==> src/rtl/clint_1_12_pkg.sv <==
// Shared constants and types for the core-local interrupt block.
package clint_1_12_pkg;
  localparam logic [15:0] MSIP_OFF        = 16'h0000;
  localparam logic [15:0] MTIMECMP_LO_OFF = 16'h4000;
  localparam logic [15:0] MTIMECMP_HI_OFF = 16'h4004;
  localparam logic [15:0] MTIME_LO_OFF    = 16'hBFF8;
  localparam logic [15:0] MTIME_HI_OFF    = 16'hBFFC;

  localparam logic [63:0] MTIMECMP_RESET = 64'hFFFF_FFFF_FFFF_FFFF;

  typedef enum logic {IDLE, RESP} bus_state_e;

  // Byte-lane merge: enabled lanes take new data, others keep the old value.
  function automatic logic [31:0] merge_bytes(input logic [31:0] old,
                                              input logic [31:0] d,
                                              input logic [3:0]  be);
    logic [31:0] r;
    r = old;
    for (int i = 0; i < 4; i++)
      if (be[i]) r[i*8 +: 8] = d[i*8 +: 8];
    return r;
  endfunction
endpackage

==> src/rtl/clint_mtime_counter.sv <==
// Prescaled 64-bit mtime counter; a half write overrides the tick with no carry.
module clint_mtime_counter
  import clint_1_12_pkg::*;
#(
  parameter int PRESCALE = 1
) (
  input  logic        CLK,
  input  logic        nRST,
  input  logic        wr_lo,
  input  logic        wr_hi,
  input  logic [3:0]  byte_en,
  input  logic [31:0] wdata,
  output logic        tick,
  output logic [63:0] mtime
);
  logic [15:0] pcnt;

  assign tick = (pcnt == 16'(PRESCALE - 1));

  always_ff @(posedge CLK or negedge nRST) begin
    if (!nRST) begin
      pcnt  <= '0;
      mtime <= '0;
    end else begin
      pcnt <= tick ? '0 : pcnt + 16'd1;
      if (wr_lo)
        mtime[31:0] <= merge_bytes(mtime[31:0], wdata, byte_en);
      else if (wr_hi)
        mtime[63:32] <= merge_bytes(mtime[63:32], wdata, byte_en);
      else if (tick)
        mtime <= mtime + 64'd1;
    end
  end
endmodule

==> src/rtl/clint_1_12.sv <==
// Core-local interruptor: msip/mtime/mtimecmp on a one-wait-state bus slave,
// driving timer, software and synchronised external interrupt levels.
module clint_1_12
  import clint_1_12_pkg::*;
#(
  parameter logic [31:0] BASE_ADDR = 32'h0200_0000,
  parameter int          PRESCALE  = 1
) (
  input  logic        CLK,
  input  logic        nRST,
  input  logic        ren,
  input  logic        wen,
  input  logic [31:0] addr,
  input  logic [31:0] wdata,
  input  logic [3:0]  byte_en,
  output logic [31:0] rdata,
  output logic        busy,
  output logic        bus_err,
  input  logic        ext_irq_in,
  output logic        timer_int,
  output logic        soft_int,
  output logic        ext_int
);
  bus_state_e  state, state_nx;
  logic [31:0] addr_q, wdata_q, off, rd_mux;
  logic [3:0]  be_q;
  logic        wr_q;
  logic [63:0] mtimecmp, mtime;
  logic        msip, sync1, sync2, tick;
  logic        hit, sel_msip, sel_clo, sel_chi, sel_tlo, sel_thi, mapped, commit;

  // Decode the latched request; the subtract gives one unsigned window test.
  assign off      = addr_q - BASE_ADDR;
  assign hit      = (off < 32'h0001_0000) && (addr_q[1:0] == 2'b00);
  assign sel_msip = hit && (off[15:0] == MSIP_OFF);
  assign sel_clo  = hit && (off[15:0] == MTIMECMP_LO_OFF);
  assign sel_chi  = hit && (off[15:0] == MTIMECMP_HI_OFF);
  assign sel_tlo  = hit && (off[15:0] == MTIME_LO_OFF);
  assign sel_thi  = hit && (off[15:0] == MTIME_HI_OFF);
  assign mapped   = sel_msip | sel_clo | sel_chi | sel_tlo | sel_thi;
  assign commit   = (state == RESP) && wr_q;

  always_comb begin
    rd_mux = '0;
    if (sel_msip)     rd_mux = {31'd0, msip};
    else if (sel_clo) rd_mux = mtimecmp[31:0];
    else if (sel_chi) rd_mux = mtimecmp[63:32];
    else if (sel_tlo) rd_mux = mtime[31:0];
    else if (sel_thi) rd_mux = mtime[63:32];
  end

  always_comb begin
    state_nx = state;
    busy     = 1'b0;
    rdata    = '0;
    bus_err  = 1'b0;
    case (state)
      IDLE: if (ren | wen) begin
        busy     = nRST;
        state_nx = RESP;
      end
      RESP: begin
        state_nx = IDLE;
        bus_err  = !mapped;
        if (!wr_q) rdata = rd_mux;
      end
      default: state_nx = IDLE;
    endcase
  end

  always_ff @(posedge CLK or negedge nRST) begin
    if (!nRST) begin
      state   <= IDLE;
      addr_q  <= '0;
      wdata_q <= '0;
      be_q    <= '0;
      wr_q    <= 1'b0;
    end else begin
      state <= state_nx;
      if (state == IDLE && (ren | wen)) begin
        addr_q  <= addr;
        wdata_q <= wdata;
        be_q    <= byte_en;
        wr_q    <= wen;
      end
    end
  end

  always_ff @(posedge CLK or negedge nRST) begin
    if (!nRST) begin
      mtimecmp  <= MTIMECMP_RESET;
      msip      <= 1'b0;
      timer_int <= 1'b0;
      soft_int  <= 1'b0;
      sync1     <= 1'b0;
      sync2     <= 1'b0;
    end else begin
      if (commit && sel_clo) mtimecmp[31:0]  <= merge_bytes(mtimecmp[31:0], wdata_q, be_q);
      if (commit && sel_chi) mtimecmp[63:32] <= merge_bytes(mtimecmp[63:32], wdata_q, be_q);
      if (commit && sel_msip && be_q[0]) msip <= wdata_q[0];
      timer_int <= (mtime >= mtimecmp);
      soft_int  <= msip;
      sync1     <= ext_irq_in;
      sync2     <= sync1;
    end
  end

  assign ext_int = sync2;

  clint_mtime_counter #(.PRESCALE(PRESCALE)) u_mtime (
    .CLK     (CLK),
    .nRST    (nRST),
    .wr_lo   (commit && sel_tlo),
    .wr_hi   (commit && sel_thi),
    .byte_en (be_q),
    .wdata   (wdata_q),
    .tick    (tick),
    .mtime   (mtime)
  );
endmodule

==> config.mk <==
export PLATFORM = sky130hd
export DESIGN_NAME = clint_1_12
export DESIGN_NICKNAME = d
export VERILOG_FILES = /design/src/rtl/clint_1_12_pkg.sv /design/src/rtl/clint_mtime_counter.sv /design/src/rtl/clint_1_12.sv
export SDC_FILE = /design/constraint.sdc
export NUM_CORES = 1
export LEC_CHECK = 0
export CORE_MARGIN = 10
export CORE_UTILIZATION = 50
export DETAILED_ROUTE_END_ITERATION = 8
export PLACE_DENSITY = 0.67
export SLEW_MARGIN = 5
export SYNTH_ARGS = -nofsm -noshare
export SYNTH_HDL_FRONTEND = slang
export SYNTH_HIERARCHICAL = 1
export SYNTH_SLANG_ARGS = --single-unit
==> constraint.sdc <==
create_clock -name CLK -period 3.6 [get_ports CLK]
set_clock_uncertainty 0.15 [all_clocks]
set_input_delay 0.54 -clock CLK [delete_from_list [all_inputs] [get_ports CLK]]
set_output_delay 0.54 -clock CLK [all_outputs]
set_load 0.03 [all_outputs]
## After elaboration in Yosys (flattened, before gate mapping)

Cells that the tools add are included.

- Bits in registers: 219
- Output and inout port bits: 37
- Word-level logic and storage cells: 109

- Add/sub/neg operators: 3
- Magnitude comparators: 2
- Equality and inequality tests: 13
- Muxes and demuxes: 21
- Bitwise gates (word level): 7
- Reductions and logical operators: 36

Operators with widths:

| kind | count |
|---|---|
| $mux W32 | 10 |
| $add A64 B1 Y64 const B | 1 |
| $ge A64 B64 Y1 | 1 |
| $mux W64 | 1 |
| $eq A16 B15 Y1 const B | 2 |
| $eq A16 B16 Y1 const B | 2 |
| $logic_not A16 Y1 | 2 |
| $lt A32 B17 Y1 const B | 1 |
| $mux W8 | 4 |
| $sub A32 B26 Y32 const B | 1 |
| $reduce_and A3 Y1 | 8 |
| $add A16 B1 Y16 const B | 1 |
| $mux W16 | 1 |
| $ne A2 B2 Y1 const B | 8 |
| $reduce_and A2 Y1 | 8 |
| $logic_and A1 B1 Y1 | 14 |
| $or A1 B1 Y1 | 5 |
| $mux W1 | 4 |
| $reduce_bool A2 Y1 | 2 |
| $logic_not A2 Y1 | 1 |
| $ne A2 B1 Y1 const B | 1 |
| $not A1 Y1 | 2 |
| $pmux W1 S2 | 1 |
| $logic_not A1 Y1 | 1 |

## Depth between registers and ports, before layout

Gate-level depths: netlist (run 1).

- Depth after elaboration: 11
- Depth in mapped cells: 15
- Gate-level depth less buffers: 14

## Cells and area by module

The synthesis (run 1) kept the hierarchy.

By module, submodules not included:

| module | instances | cells each | area each (um2) | seq. area each (um2) |
|---|---|---|---|---|
| clint_1_12 | 1 | 849 | 8256.7 | 3558.4 |
| clint_mtime_counter | 1 | 653 | 5363.9 | 2001.9 |

## Worst setup path before layout (run 1)

Ideal clock, no wire load.

- Path kind: reg2out
- Start point: register addr_q[4]
- End point: output rdata[12]
- Arrival: 3153 ps
- Data required time: 2910 ps
- Setup slack: -243 ps
- Stages on the path, launching flop included: 8
- Buffers on the path: 2
- Cells stage by stage: dfrtp_1 > nor4_1 > and4_1 > and2_1 > clkbuf_1 > clkbuf_1 > a21oi_1 > a2111oi_0

- Longest elaborated chain between the ends: 11

Ends and longest elaborated chain:

| element | line | RTL |
|---|---|---|
| start: declaration | clint_1_12.sv:25 | `logic [31:0] addr_q, wdata_q, off, rd_mux;` |
| start signal: assignment | clint_1_12.sv:81 | `addr_q <= addr;` |
| $sub A32 B26 Y32 * | clint_1_12.sv:33 | `assign off = addr_q - BASE_ADDR;` |
| $lt A32 B17 Y1 | clint_1_12.sv:34 | `assign hit = (off < 32'h0001_0000) && (addr_q[1:0] == 2'b00);` |
| $logic_and A1 B1 Y1 | clint_1_12.sv:34 |  |
| $logic_and A1 B1 Y1 | clint_1_12.sv:39 | `assign sel_thi = hit && (off[15:0] == MTIME_HI_OFF);` |
| $mux W32 | clint_1_12.sv:49 | `else if (sel_thi) rd_mux = mtime[63:32];` |
| $mux W32 | clint_1_12.sv:48 | `else if (sel_tlo) rd_mux = mtime[31:0];` |
| $mux W32 | clint_1_12.sv:47 | `else if (sel_chi) rd_mux = mtimecmp[63:32];` |
| $mux W32 | clint_1_12.sv:46 | `else if (sel_clo) rd_mux = mtimecmp[31:0];` |
| $mux W32 * | clint_1_12.sv:45 | `if (sel_msip) rd_mux = {31'd0, msip};` |
| $mux W32 * | clint_1_12.sv:65 | `if (!wr_q) rdata = rd_mux;` |
| $mux W32 * | clint_1_12.sv:57 | `case (state)` |
| end: declaration | clint_1_12.sv:16 | `output logic [31:0] rdata,` |

Mark *: on every way between the ends. The rest lies on a longest branch, timed or not.

## Worst setup path in the final report (run 1)

- Start point: register addr_q[16]
- End point: output rdata[11]

- Longest elaborated chain between the ends: 11

Ends and longest elaborated chain:

| element | line |
|---|---|
| $sub A32 B26 Y32 * | clint_1_12.sv:33 |
| $lt A32 B17 Y1 * | clint_1_12.sv:34 |
| $logic_and A1 B1 Y1 * | clint_1_12.sv:34 |
| $logic_and A1 B1 Y1 | clint_1_12.sv:39 |
| $mux W32 | clint_1_12.sv:49 |
| $mux W32 | clint_1_12.sv:48 |
| $mux W32 | clint_1_12.sv:47 |
| $mux W32 | clint_1_12.sv:46 |
| $mux W32 * | clint_1_12.sv:45 |
| $mux W32 * | clint_1_12.sv:65 |
| $mux W32 * | clint_1_12.sv:57 |

Marks and branches as above.

==> flow_metrics.env, run 1 <==
export IMPL_status="complete, but fails checks"
export IMPL_violations="setup timing"
export IMPL_crit_slowest_cell="or4_4"
export IMPL_cts_tree="yes"
export IMPL_finalSetupViolations=5
export IMPL_final_cell_mix="nand2_1 (284), dfrtp_1 (155), nor2_1 (97)"
export IMPL_drv_cap=0
export IMPL_setup_ws_ns=-0.01860
export IMPL_fill_cells=2336
export IMPL_netlist_instances=1502
export IMPL_grt_busiest_layer="met2"
export IMPL_peakVddDrop_uv=368.0
export IMPL_die_h_um=185.1
export IMPL_finalCritPeriodShare_pct=100.5
export IMPL_grt_util_met2_pct=40.08
export IMPL_drt_pass1_iter_count=8
export IMPL_hold_viol=0
export IMPL_root_buffer="clkbuf_16"
export IMPL_ys_types=83
export IMPL_cp_endpoint="rdata[11]"
export IMPL_multi_input_area_um2=7649
export IMPL_boundaryPins=110
export IMPL_yosys_register_bits=219
export IMPL_worst_path_max_fanout=8
export IMPL_core_um2=26880
export IMPL_required_ns=2.91
export IMPL_clkTransAtPathRegs_ns=0.06
export IMPL_htree_levels=1
export IMPL_synth_edf_count=0
export IMPL_fmax_mhz=276.4
export IMPL_holdWs_ns=0.1957
export IMPL_detail_route_vias_per_cell=6.127
export IMPL_relSlewSlack_pct=40.95
export IMPL_min_path_type="register to register"
export IMPL_min_period_ns=3.619
export IMPL_leakagePower_nw=7.106
export IMPL_powerDensity_nw_per_um2=362.6
export IMPL_worst_path_largest_cell_delay_ns=0.55
export IMPL_ff_latch_area_um2=5560
export IMPL_antenna_cells=0
export IMPL_worst_path_dominant_cell_family="simple AND/OR/NAND/NOR gates"
export IMPL_worst_slew_pin_transition_ns=0.8857
export IMPL_initial_core_util_pct=50.68
export IMPL_final_common_cell="nand2_1"
export IMPL_final_layout_size_suffix_gt1_share_pct=20.56
export IMPL_fin_nets=1770
export IMPL_ys_seq_area_share_pct=40.82
export IMPL_placed_cell_area_um2=15460
export IMPL_worst_skew_pair_late_latency_ns=0.55
export IMPL_total_power_mw=6.052
export IMPL_synth_area_um2=13620
export IMPL_grt_pass1_vias=11920
export IMPL_cts_buffer_depth=3
export IMPL_synthToLayoutAreaGrowth_pct=22.56
export IMPL_use_met3_pct=5.819
export IMPL_synth_fp_nets=1643
export IMPL_post_place_ws_ns=0.1040
export IMPL_die_area_um2=34240
export IMPL_r2r_end="timer_int$_DFF_PN0_"
export IMPL_antenna_left=0
export IMPL_crit_buf_inv=3
export IMPL_grt_max_degree=74
export IMPL_final_max_slew_viol_count=0
export IMPL_path_depth=9
export IMPL_rrSetupSlack_ns=0.16
export IMPL_route_detailed_drc=0
export IMPL_reg2reg_depth=8
export IMPL_cts_buffers=26
export IMPL_use_met1_pct=33.86
export IMPL_grt_overflow=0
export IMPL_syn_avg_cell_area_um2=9.068
export IMPL_num_rows=60
export IMPL_crit_start="addr_q[16]$_DFFE_PN0P_"
export IMPL_grt_use_total_pct=25.46
export IMPL_drtIter0Drc=1141
export IMPL_grt_pass1_wl_um=68450
export IMPL_wire_per_inst_um=22.36
export IMPL_critical_path_arrival_ns=2.93
export IMPL_cts_num_sinks=219
export IMPL_routabilityCongestion=0.9593
export IMPL_rsz0062_at_grt="yes"
export IMPL_synth_ff_type="dfrtp_1"
export IMPL_hpwl_um=31420
export IMPL_port_buffers=109
export IMPL_startpoint_type="register"
export IMPL_reg2reg_from="u_mtime/mtime[0]$_DFFE_PN0P_"
export IMPL_cp_end_kind="primary output"
export IMPL_path_cells="or4_4 > nand4b_1 > buf_4 > nor2_4 > and3_4 > buf_8 > a222oi_1 > nor2_1 > clkbuf_16"
export IMPL_yosys_warnings=6
export IMPL_vias=12190
export IMPL_hold_start="sync1$_DFF_PN0_"
export IMPL_crit_type="register to primary output"
export IMPL_die_w_um=185.1
export IMPL_design_area_um2=16690
export IMPL_wirelength_um=44500
export IMPL_antenna_found_initial=1
export IMPL_async_flop_share_pct=100.0
flip-flops by register name, summed over array words and instances, names as in the netlist, 4 cells and up:
name and cells:
addr_q 32, be_q 4, mtimecmp 64, u_mtime/mtime 64, u_mtime/pcnt 16, wdata_q 32
layout make-up:
| cell class | instances | share of cell area [%] |
|---|---|---|
| clock buffer | 38 | 4.407 |
| multi-input combinational | 1128 | 45.82 |
| inverter | 88 | 1.979 |
| clock inverter | 10 | 0.8470 |
| tap | 341 | 2.556 |
| timing repair buffer | 166 | 11.09 |
| sequential | 219 | 33.31 |
per-stage QoR:
stage               setup TNS, ns  instances  utilization, %
floorplan                 -0.4868       1502               -
global placement                0       1933           57.51
detailed placement              0       1933           57.51
CTS                      -0.06395       1985           61.42
global route               -1.231       1990           62.11
finish                   -0.02957       1990           62.11
where the power goes:
group / leakage, nW / internal (mW) / switching (mW)
registers: 2.68 / 2.60 / 0.240
clock network: 0.424 / 1.63 / 1.07
logic: 4.01 / 0.215 / 0.294
total: 7.11 / 4.45 / 1.60
layer usage:
metal / wire, um / vias to the layer above / share of wire, %
li1: - / 5676 / -
met1: 19270 / 5889 / 43
met2: 19970 / 536 / 45
met3: 3766 / 90 / 8.5
met4: 1491 / 2 / 3.4
met5: 11 / - / 0.025
what timing repair did:
item,in CTS,in global routing
gates cloned,0,0
hold buffers,1,0
pin swaps,3,18
endpoints found under the setup margin,32,68
resized for setup,26,31
endpoints found under the hold margin,16,0
setup buffers,3,5
synth_stat cells, types with 13 or more instances:
cell type  instances  share of area, %
xnor2_1           14              0.90
mux2_4            32               3.5
dfstp_2           64                12
clkbuf_1          42               1.2
a22o_1            26               1.7
nor2_1           104               2.9
nand2_1          285               7.9
dfrtp_1          155                28
mux2i_1           13              0.96
nand3_1           55               2.0
ha_1              68               6.2
a222oi_1          16               1.2
buf_1             13              0.36
nor3_1            32               1.2
and3_1            16              0.73
nor4_1            20              0.92
o21ai_0           65               2.4
a21oi_1           83               3.0
nand4_1           47               2.2
mux2_2            45               3.7
inv_1             87               2.4
how the worst min path moves through the flow:
stage | endpoint | slack [ns] | depth (start not counted)
5_1_grt | ext_int$_DFF_PN0_ | 0.21 | 0
6_report | ext_int$_DFF_PN0_ | 0.20 | 0
3_5_place_dp | ext_int$_DFF_PN0_ | 0.19 | 0
2_1_floorplan | addr_q[0]$_DFFE_PN0P_ | 0.09 | 0
3_3_place_gp | ext_int$_DFF_PN0_ | 0.19 | 0
4_1_cts | ext_int$_DFF_PN0_ | 0.20 | 0
cells by family after synthesis:
group	Yosys count	share of synthesized area, %
flip-flops	219	40.82
multiplexers	90	8.203
buffers and inverters	155	4.740
AND/OR/NAND/NOR	637	23.31
AO/OA/AOI/OAI	315	15.52
adder cells (fa/ha/maj)	68	6.247
XOR/XNOR	18	1.157
(Power assumes the default switching activity.)
==> inputs of run 2 (changes only) <==
--- a/config.mk
+++ b/config.mk
@@ -9,6 +9,7 @@
 export CORE_UTILIZATION = 50
 export DETAILED_ROUTE_END_ITERATION = 8
 export PLACE_DENSITY = 0.67
+export SKIP_CTS_REPAIR_TIMING = 1
 export SLEW_MARGIN = 5
 export SYNTH_ARGS = -nofsm -noshare
 export SYNTH_HDL_FRONTEND = slang
==> run 2 against run 1 <==
Non-clock buffer count up 2. The flow still finishes with violations (setup timing). Power about the same. Clock-buffer cell count unchanged. Largest cell class unchanged. Via count up 0.32%. Routed wire length down 0.20%. Worst setup slack worse by 0.018 ns.
==> flow_metrics.env, run 2 (synthesis results as in run 1) <==
export IMPL_seq_power_share_pct=47.0
export IMPL_grt_use_total_pct=25.32
export IMPL_clockPowerShare_pct=44.6
export IMPL_p_switching_mw=1.603
export IMPL_grt_max_degree=74
export IMPL_grt_overflow=0
export IMPL_hold_viol=0
export IMPL_antenna_cells=0
export IMPL_drtIter0Drc=1203
export IMPL_port_buffers=109
export IMPL_cts_num_sinks=219
export IMPL_grt_pass1_wl_um=68100
export IMPL_drt_pass1_iter_count=7
export IMPL_placed_cell_area_um2=15460
export IMPL_num_rows=60
export IMPL_critical_path_arrival_ns=2.95
export IMPL_relSlewSlack_pct=40.64
export IMPL_cts_buffer_depth=3
export IMPL_combPwrFrac_pct=8.4
export IMPL_stdcell_count=1992
export IMPL_vias=12230
export IMPL_startpoint_type="register"
export IMPL_worst_path_dominant_cell_family="simple AND/OR/NAND/NOR gates"
export IMPL_powerDensity_nw_per_um2=361.9
export IMPL_min_period_ns=3.637
export IMPL_cp_common_cell="buf_6"
export IMPL_crit_type="register to primary output"
export IMPL_grt_pass1_vias=11880
export IMPL_peakVddDrop_uv=367.9
export IMPL_violations="setup timing"
export IMPL_finalSetupViolations=6
export IMPL_cts_tree="yes"
export IMPL_antenna_left=0
export IMPL_wire_per_inst_um=22.29
export IMPL_htree_levels=1
export IMPL_final_common_cell="nand2_1"
export IMPL_largest_registers="mtimecmp: 64 flops, u_mtime/mtime: 64 flops"
export IMPL_final_cell_mix="nand2_1 (284), dfrtp_1 (155), nor2_1 (98)"
export IMPL_crit_slowest_cell="or4_4"
export IMPL_wirelength_um=44410
export IMPL_final_max_slew_viol_count=0
export IMPL_path_cells="or4_4 > nand4b_1 > buf_6 > nor2_4 > and3_4 > buf_6 > a222oi_1 > nor2_1 > buf_12"
export IMPL_boundaryPins=110
export IMPL_power_internal_mw=4.450
export IMPL_synthToLayoutAreaGrowth_pct=22.79
export IMPL_leakagePower_nw=7.146
export IMPL_hpwl_um=31420
export IMPL_min_path_type="register to register"
export IMPL_die_h_um=185.1
export IMPL_design_area_um2=16720
export IMPL_worst_path_max_fanout=8
export IMPL_p_sw_share_pct=26.48
export IMPL_root_buffer="clkbuf_16"
export IMPL_finish_utilization_pct=62.23
export IMPL_fmax_mhz=275.0
export IMPL_status="complete, but fails checks"
export IMPL_worst_slew_pin_transition_ns=0.8903
export IMPL_cts_buffers=26
export IMPL_antenna_found_initial=1
export IMPL_route_detailed_drc=0
export IMPL_required_ns=2.91
export IMPL_cp_end_kind="primary output"
export IMPL_routabilityCongestion=0.9593
export IMPL_dp_cells=1933
export IMPL_fin_nets=1772
export IMPL_detail_route_vias_per_cell=6.141
export IMPL_setup_ws_ns=-0.03670
export IMPL_clkTransAtPathRegs_ns=0.06
export IMPL_initial_core_util_pct=50.68
export IMPL_drv_cap=0
export IMPL_finalCritPeriodShare_pct=101.0
export IMPL_worst_skew_pair_late_latency_ns=0.55
export IMPL_crit_buf_inv=3
export IMPL_final_layout_size_suffix_gt1_share_pct=20.41
export IMPL_die_area_um2=34240
export IMPL_die_w_um=185.1
export IMPL_rsz0062_at_grt="yes"
export IMPL_core_um2=26880
export IMPL_worst_path_largest_cell_delay_ns=0.54
-- run 2: cell count changes in the layout (fill, tap and decap cells not counted), sizes merged --
cell / before / now
buf: 87 / 88
clkbuf: 41 / 42
-- run 2: metrics by stage --
| step | setup TNS (ns) | hold slack, ns | worst slack (ns) | total power [mW] |
|---|---|---|---|---|
| after floorplan | -0.4868 | 0.09441 | -0.2434 | 3.023 |
| after global placement | 0 | 0.1851 | 0.2458 | 3.339 |
| after detailed placement | 0 | 0.1858 | 0.1040 | 3.351 |
| after CTS | -9.468 | -0.3479 | -0.3916 | 6.076 |
| after global routing | -2.149 | 0.2077 | -0.1444 | 6.293 |
| final | -0.09418 | 0.1956 | -0.03670 | 6.052 |
-- run 2: cell type report --
class / instances / area [um2]
fill: 2322 / 10150
sequential: 219 / 5560
tap: 341 / 426.7
inverter: 88 / 330.3
timing repair buffer: 168 / 1878
multi-input combinational: 1128 / 7652
clock buffer: 38 / 735.7
clock inverter: 10 / 141.4
-- run 2: worst paths after layout --
path,startpoint,to,slack (ns),cells after the start
worst max-delay path,addr_q[16]$_DFFE_PN0P_,rdata[3],-0.04,9
worst min-delay path,sync1$_DFF_PN0_,ext_int$_DFF_PN0_,0.20,0
worst max register to register,addr_q[25]$_DFFE_PN0P_,u_mtime/mtime[26]$_DFFE_PN0P_,0.16,15
worst min register to register,sync1$_DFF_PN0_,ext_int$_DFF_PN0_,0.20,0
max in group asynchronous,nRST,wdata_q[24]$_DFFE_PN0P_,1.65,4
min in group asynchronous,nRST,u_mtime/mtime[40]$_DFFE_PN0P_,0.27,2
-- run 2: routing by layer --
layer,vias to the layer above,wire [um],track usage (%)
met4,2,1476,8.257
met1,5898,19240,33.73
met2,554,19900,39.76
li1,5679,-,-
met5,-,11,0
met3,99,3781,5.858
-- run 2: power by group through the flow --
stage	registers [mW]	logic (mW)	clock network [mW]
floorplan	2.76	0.261	0
global placement	2.87	0.469	0
detailed placement	2.87	0.479	0
CTS	2.83	0.484	2.76
global route	2.86	0.573	2.86
finish	2.85	0.508	2.70
